File: src/rtl/microwave_pkg.sv
// Shared types and limits for the microwave countdown timer (M:TS BCD count).
// Pure declarations: no logic, no latency, no flow control.
package microwave_pkg;

  localparam int MAX_TENS         = 5;
  localparam int MAX_DIGIT        = 9;
  localparam int DEFAULT_ADD_SECS = 30;
  localparam int MAX_TOTAL_SECS   = 599;

  typedef enum logic [1:0] {
    ST_IDLE  = 2'd0,
    ST_RUN   = 2'd1,
    ST_PAUSE = 2'd2,
    ST_DONE  = 2'd3
  } state_t;

  typedef struct packed {
    logic [3:0] mins;
    logic [3:0] tens;
    logic [3:0] secs;
  } mmss_t;

  function automatic logic [3:0] sat_digit(input logic [3:0] d, input int lim);
    return (d > 4'(lim)) ? 4'(lim) : d;
  endfunction

endpackage

File: src/rtl/countdown_timer_if.sv
// Control inputs and BCD display outputs of the countdown timer.
// master drives the controls; slave is the timer itself.
interface countdown_timer_if;
  logic       tick;
  logic       load;
  logic [3:0] din_min;
  logic [3:0] din_ten;
  logic [3:0] din_sec;
  logic       start;
  logic       pause;
  logic       clear;
  logic       add30;
  logic [3:0] mins;
  logic [3:0] tens;
  logic [3:0] secs;
  logic       running;
  logic       done;

  modport master (
    output tick, load, din_min, din_ten, din_sec, start, pause, clear, add30,
    input  mins, tens, secs, running, done
  );

  modport slave (
    input  tick, load, din_min, din_ten, din_sec, start, pause, clear, add30,
    output mins, tens, secs, running, done
  );
endinterface

File: src/rtl/mmss_arith.sv
// Combinational M:TS arithmetic: decrement by one second, saturating add of ADD_SECS, zero flags.
// Zero latency, no handshake.
module mmss_arith
  import microwave_pkg::*;
#(
  parameter int ADD_SECS = DEFAULT_ADD_SECS
) (
  input  mmss_t cnt_i,
  output mmss_t dec_o,
  output mmss_t add_o,
  output logic  zero_o,
  output logic  dec_zero_o
);

  logic [9:0]  total_secs;
  logic [10:0] sum_secs;
  logic [9:0]  sat_secs;
  logic [9:0]  rem_secs;

  assign zero_o = (cnt_i == '0);

  // Borrow ripples secs -> tens -> mins; 0:00 holds rather than wrapping.
  always_comb begin
    dec_o = cnt_i;
    if (!zero_o) begin
      if (cnt_i.secs != 4'd0) begin
        dec_o.secs = cnt_i.secs - 4'd1;
      end else begin
        dec_o.secs = 4'(MAX_DIGIT);
        if (cnt_i.tens != 4'd0) begin
          dec_o.tens = cnt_i.tens - 4'd1;
        end else begin
          dec_o.tens = 4'(MAX_TENS);
          dec_o.mins = cnt_i.mins - 4'd1;
        end
      end
    end
  end

  assign dec_zero_o = (dec_o == '0);

  // The add goes through a binary seconds total so any ADD_SECS carries correctly.
  assign total_secs = 10'(cnt_i.mins) * 10'd60 + 10'(cnt_i.tens) * 10'd10 + 10'(cnt_i.secs);
  assign sum_secs   = {1'b0, total_secs} + 11'(ADD_SECS);
  assign sat_secs   = (sum_secs > 11'(MAX_TOTAL_SECS)) ? 10'(MAX_TOTAL_SECS) : sum_secs[9:0];
  assign rem_secs   = sat_secs % 10'd60;

  always_comb begin
    add_o      = '0;
    add_o.mins = 4'(sat_secs / 10'd60);
    add_o.tens = 4'(rem_secs / 10'd10);
    add_o.secs = 4'(rem_secs % 10'd10);
  end

endmodule

File: src/rtl/countdown_timer.sv
// Microwave countdown timer: IDLE/RUN/PAUSE/DONE FSM over a registered M:TS BCD count.
// One-cycle latency from sampled control to outputs; controls are level-sampled, never stalled.
module countdown_timer
  import microwave_pkg::*;
#(
  parameter int ADD_SECS = DEFAULT_ADD_SECS
) (
  input  logic                clk,
  input  logic                rst_n,
  countdown_timer_if.slave    bus
);

  state_t state_q, state_d;
  mmss_t  cnt_q, cnt_d;
  logic   running_q, running_d;
  logic   done_q, done_d;

  mmss_t  dec_cnt;
  mmss_t  add_cnt;
  mmss_t  load_cnt;
  logic   cnt_zero;
  logic   dec_zero;

  mmss_arith #(
    .ADD_SECS (ADD_SECS)
  ) u_arith (
    .cnt_i      (cnt_q),
    .dec_o      (dec_cnt),
    .add_o      (add_cnt),
    .zero_o     (cnt_zero),
    .dec_zero_o (dec_zero)
  );

  always_comb begin
    load_cnt      = '0;
    load_cnt.mins = sat_digit(bus.din_min, MAX_DIGIT);
    load_cnt.tens = sat_digit(bus.din_ten, MAX_TENS);
    load_cnt.secs = sat_digit(bus.din_sec, MAX_DIGIT);
  end

  // Strict priority: the highest active control claims the cycle even when
  // the current state ignores it, so lower controls never slip through.
  always_comb begin
    state_d = state_q;
    cnt_d   = cnt_q;
    if (bus.clear) begin
      state_d = ST_IDLE;
      cnt_d   = '0;
    end else if (bus.add30) begin
      if (state_q != ST_PAUSE) begin
        state_d = ST_RUN;
        cnt_d   = add_cnt;
      end
    end else if (bus.pause) begin
      if (state_q == ST_RUN) begin
        state_d = ST_PAUSE;
      end
    end else if (bus.start) begin
      if ((state_q == ST_IDLE && !cnt_zero) || state_q == ST_PAUSE) begin
        state_d = ST_RUN;
      end
    end else if (bus.load) begin
      if (state_q == ST_IDLE || state_q == ST_DONE) begin
        state_d = ST_IDLE;
        cnt_d   = load_cnt;
      end
    end else if (bus.tick) begin
      if (state_q == ST_RUN) begin
        cnt_d = dec_cnt;
        if (dec_zero) begin
          state_d = ST_DONE;
        end
      end
    end
  end

  assign running_d = (state_d == ST_RUN);
  assign done_d    = (state_d == ST_DONE);

  always_ff @(posedge clk or negedge rst_n) begin
    if (!rst_n) begin
      state_q   <= ST_IDLE;
      cnt_q     <= '0;
      running_q <= 1'b0;
      done_q    <= 1'b0;
    end else begin
      state_q   <= state_d;
      cnt_q     <= cnt_d;
      running_q <= running_d;
      done_q    <= done_d;
    end
  end

  assign bus.mins    = cnt_q.mins;
  assign bus.tens    = cnt_q.tens;
  assign bus.secs    = cnt_q.secs;
  assign bus.running = running_q;
  assign bus.done    = done_q;

endmodule

File: src/flat_wrapper.sv
// flat-port wrapper written by rule: the top's interface ports become plain ports
module countdown_timer_flat import microwave_pkg::*;
#(
  parameter int ADD_SECS = DEFAULT_ADD_SECS
)
  (clk, rst_n, bus_tick, bus_load, bus_din_min, bus_din_ten, bus_din_sec, bus_start, bus_pause, bus_clear, bus_add30, bus_mins, bus_tens, bus_secs, bus_running, bus_done);
  countdown_timer_if bus_i ();
  input  logic clk;
  input  logic rst_n;
  input wire logic [$bits(bus_i.tick)-1:0] bus_tick;
  input wire logic [$bits(bus_i.load)-1:0] bus_load;
  input wire logic [$bits(bus_i.din_min)-1:0] bus_din_min;
  input wire logic [$bits(bus_i.din_ten)-1:0] bus_din_ten;
  input wire logic [$bits(bus_i.din_sec)-1:0] bus_din_sec;
  input wire logic [$bits(bus_i.start)-1:0] bus_start;
  input wire logic [$bits(bus_i.pause)-1:0] bus_pause;
  input wire logic [$bits(bus_i.clear)-1:0] bus_clear;
  input wire logic [$bits(bus_i.add30)-1:0] bus_add30;
  output wire logic [$bits(bus_i.mins)-1:0] bus_mins;
  output wire logic [$bits(bus_i.tens)-1:0] bus_tens;
  output wire logic [$bits(bus_i.secs)-1:0] bus_secs;
  output wire logic [$bits(bus_i.running)-1:0] bus_running;
  output wire logic [$bits(bus_i.done)-1:0] bus_done;
  assign bus_i.tick = bus_tick;
  assign bus_i.load = bus_load;
  assign bus_i.din_min = bus_din_min;
  assign bus_i.din_ten = bus_din_ten;
  assign bus_i.din_sec = bus_din_sec;
  assign bus_i.start = bus_start;
  assign bus_i.pause = bus_pause;
  assign bus_i.clear = bus_clear;
  assign bus_i.add30 = bus_add30;
  assign bus_mins = bus_i.mins;
  assign bus_tens = bus_i.tens;
  assign bus_secs = bus_i.secs;
  assign bus_running = bus_i.running;
  assign bus_done = bus_i.done;
  countdown_timer #(.ADD_SECS(ADD_SECS)) u_core (.clk(clk), .rst_n(rst_n), .bus(bus_i));
endmodule
File: config.mk
export PLATFORM = sky130hd
export DESIGN_NAME = countdown_timer_flat
export DESIGN_NICKNAME = d
export VERILOG_FILES = /design/src/rtl/microwave_pkg.sv /design/src/rtl/countdown_timer_if.sv /design/src/rtl/mmss_arith.sv /design/src/rtl/countdown_timer.sv /design/src/flat_wrapper.sv
export SDC_FILE = /design/constraint.sdc
export NUM_CORES = 1
export LEC_CHECK = 0
export CAP_MARGIN = 20
export CORE_AREA = 3 3 79 81
export CTS_BUF_LIST = sky130_fd_sc_hd__clkbuf_8
export DETAILED_ROUTE_END_ITERATION = 10
export DIE_AREA = 0 0 82 84
export GPL_TIMING_DRIVEN = 0
export PLACE_DENSITY = 0.84
export SLEW_MARGIN = 20
export SYNTH_ARGS = -nofsm -noshare
export SYNTH_HDL_FRONTEND = slang
export SYNTH_SLANG_ARGS = --single-unit
File: constraint.sdc
create_clock -name clk -period 9.3 [get_ports clk]
set_input_delay 1.86 -clock clk [delete_from_list [all_inputs] [get_ports clk]]
set_output_delay 1.86 -clock clk [all_outputs]
set_load 0.02 [all_outputs]
==> summary.md, run 1 <==
| Metric | Value |
|---|---|
| DRC errors left | `0` |
| Worst reg2reg path depth | `30` |
| Rel. slew slack | `0.4877` |
| Diodes inserted | `0` |
| Mapped cell area | `around 3300 um2` |
| Area growth syn-to-layout | `14.16%` |
| I/O pin count | `34` |
| Status | `finished, final reports clean` |
| Cts bufs inserted | `3` |
| Util after Layout | `0.6865` |
| FF/Latch Area | `400.4 um2` |
| WL/cell | `16.46 um` |
| Unrepaired setup endpoints after global routing | `false` |
| Max FO, Critical Path | `10` |
| Post-route minimum period | `8.221 ns` |
| Startpoint Class | `register` |
| Cell mode on critical path | `ha_1` |
| F_max | `~120 MHz` |
| Initial antenna violation count | `0` |
| Final Max Slew Viols | `0` |
| Die X | `~82 um` |
| Post CTS Setup Buffer Count | `0` |
| Most frequent cells after synthesis | `nor2_1 (44), ha_1 (43), a21oi_1 (36)` |
| RR Endpoint | `u_core.bus.secs[3]` |
| CTS tree | `built` |
| Layout net count | `537` |
| Post-synthesis register bit count | `16` |
| Fill count | `480` |
| Starting density of the core | `0.6014` |
| Reg-to-reg slack, setup | `1.08 ns` |
| Core Region | `5540 um2` |
| CTS Buffer Depth | `2` |
| FP Rows | `27` |
| Pin count of the biggest net entering global routing | `17` |
| DPL Wire Length | `roughly 7 mm` |
| Worst Hold Endpoint | `u_core.bus.secs[2]` |
| R2r startpoint | `u_core.bus.mins[0]` |
| Async S/R FF share, synth | `1.000` |
| EDFF count, synth | `0` |
| Hold WC Path Type | `register to register` |
| DRT Pass-1 Iters | `5` |
| Number of global-route vias before repair | `3,383` |
| Critical-path top delay cell | `fa_1` |
| Hold path depth | `2` |
| Die area | `about 7000 um2` |
| Resized Gates After CTS | `0` |
| Syn avg cell area | `7.785 um2` |
| Largest stage delay, worst path | `0.59 ns` |
| Syn. warnings | `0` |
| Top post-synthesis cells by area | `ha_1 (16%), dfrtp_1 (12%), xnor2_1 (6.0%)` |
| Worst Hold Launch | `u_core.bus.secs[2]` |
| Final Hold Viols | `0` |
| Tcrit/Tclk final | `0.8840` |
| Final setup margin | `roughly 1.1 ns` |
| Syn_nets | `500` |
| Crit path kind | `register to register` |
| Seq/Total Area, Yosys | `0.1202` |
| Most common cell in the netlist | `nor2_1` |
| # hold bufs at CTS | `0` |
| Die Ht | `84 um` |
| CP required | `9.44 ns` |
| Setup Viol. Count Final | `0` |
| Worst path arrival time | `8.36 ns` |
| First-pass GRT wire length | `15.24 mm` |
| Area leader, netlist | `ha_1` |
| H-tree lvl count | `1` |
| GPL Wtd Cong | `a little over 0.9` |
| Global Route Usage Sum | `0.2664` |
| Final wirelength | `a little under 9 mm` |
| GRT overflow | `0` |
| Ys flop type | `dfrtp_1` |
| CTS Root Cell | `clkbuf_8` |
| Via count | `between 3k and 4k` |
| CP Capture Type | `register` |
| Antenna-violating nets left | `0` |
| Layout cells sized above 1 | `0.06681` |
| CTS clk-pin slew, worst paths | `0.06 ns` |
| Pre-CTS setup slack | `1.150 ns` |
| Yosys top cell area share | `0.1615` |
| Syn Inst Count | `428` |
| Clock Sinks | `16` |
| Setup tns final | `0 ns` |
| Final Skew | `0.002257 ns` |
| Slew of the pin with the lowest slew margin | `0.7660 ns` |
| Area of the multi-input gates | `approximately 2800 um2` |
| Max cap viols | `0` |
| Port buffer count | `32` |
| Clock latency on the worst-skew pair | `~0.25 ns` |
| First DRT Iteration DRCs | `~220` |
| Via density | `6.444` |
| Synth cell types | `74` |
==> registers in the layout, indices dropped and copies added (netlist names) <==
register and flops:
u_core.state_q 2, u_core.bus.running 1, u_core.bus.mins 4, u_core.bus.tens 4, u_core.bus.secs 4, u_core.bus.done 1
==> stage by stage <==
stage,instances,area (um2),hold WS [ns]
2_1_floorplan,428,3332,0.6676
3_3_place_gp,532,3742,0.6327
3_5_place_dp,532,3742,0.6425
4_1_cts,536,3797,0.6616
5_1_grt,536,3804,0.6920
6_report,536,3804,0.6616
==> worst max-delay path: cells and delay by family (launching register included) <==
family	cells	cell delay, ns
adders and majority gates	7	2.83
AOI/OAI and AO/OA	6	1.30
muxes	2	0.88
and+or+nand+nor	11	1.95
DFF	1	0.54
buffers and inverters	4	0.60
==> kinds of logic (layout without fill, tap and decap cells) <==
kind of cell	Yosys count	count (layout)	share of synthesized area
multiplexers	5	5	0.01802
AO/OA/AOI/OAI	139	139	0.2862
buffers and inverters	40	76	0.04731
flip-flops	16	16	0.1202
AND/OR/NAND/NOR	146	146	0.2276
XOR/XNOR	30	30	0.08524
adder cells (fa/ha/maj)	52	52	0.2155
==> cell type report <==
cell class / instances / area share
Multi-Input combinational cell: 372 / 0.7309
Sequential cell: 16 / 0.1053
Timing Repair Buffer: 32 / 0.08421
Inverter: 30 / 0.02961
Tap cell: 72 / 0.02368
Clock buffer: 4 / 0.01447
Buffer: 10 / 0.01184
==> worst max path at each step <==
stage | cells after the start | slack (ns) | endpoint | start
final | 30 | 1.08 | u_core.bus.secs[3] | u_core.bus.mins[0]
after global routing | 31 | 0.29 | u_core.bus.secs[3] | u_core.bus.mins[0]
after CTS | 30 | 1.11 | u_core.bus.secs[3] | u_core.bus.mins[0]
after detailed placement | 30 | 1.15 | u_core.bus.secs[3] | u_core.bus.mins[0]
after global placement | 29 | 1.41 | u_core.bus.secs[3] | u_core.bus.mins[0]
after floorplan | 29 | 1.90 | u_core.bus.secs[3] | u_core.bus.mins[0]
==> layout by cell type (no fill, tap or decap), types with 3 or more instances in the layout <==
cell,count
nor4_1,5
inv_1,30
xnor2_1,23
ha_1,43
dfrtp_1,16
o31ai_1,4
o21ai_0,19
nor2b_1,3
clkbuf_1,6
or2_2,5
clkdlybuf4s50_1,32
o21ai_1,5
nor3_1,16
nand3_1,11
nand2b_1,5
a211o_1,3
and2_1,3
o21a_1,3
buf_2,3
fa_1,9
xor2_1,5
or3_1,7
o31a_1,3
a31oi_1,6
o32ai_1,3
clkbuf_8,4
nand4_1,4
nand2_1,24
a21boi_0,3
o211ai_1,8
nor2_1,44
a21o_1,4
a211oi_1,8
a21oi_1,36
==> layer usage <==
layer,GRT usage,vias to the layer above,share of wire
met1,0.3486,1630,0.42
li1,-,1664,-
met3,0.02700,20,0.062
met5,0,-,0
met4,0.06949,0,0.019
met2,0.4578,140,0.49
Power of run 1 is not shown: default switching activity piles up to over one toggle a cycle in this logic, so the estimate is an artifact.
==> run 2: changes to the inputs <==
--- a/config.mk
+++ b/config.mk
@@ -8,11 +8,14 @@
 export CAP_MARGIN = 20
 export CORE_AREA = 3 3 79 81
 export CTS_BUF_LIST = sky130_fd_sc_hd__clkbuf_8
+export CTS_CLUSTER_SIZE = 12
 export DETAILED_ROUTE_END_ITERATION = 10
 export DIE_AREA = 0 0 82 84
+export GPL_ROUTABILITY_DRIVEN = 0
 export GPL_TIMING_DRIVEN = 0
 export PLACE_DENSITY = 0.84
 export SLEW_MARGIN = 20
 export SYNTH_ARGS = -nofsm -noshare
 export SYNTH_HDL_FRONTEND = slang
 export SYNTH_SLANG_ARGS = --single-unit
+export TNS_END_PERCENT = 1
==> results of run 2 <==
The final DEF is identical to that of run 1; final timing and power are the same.
Power of run 2 is left out for the same reason.
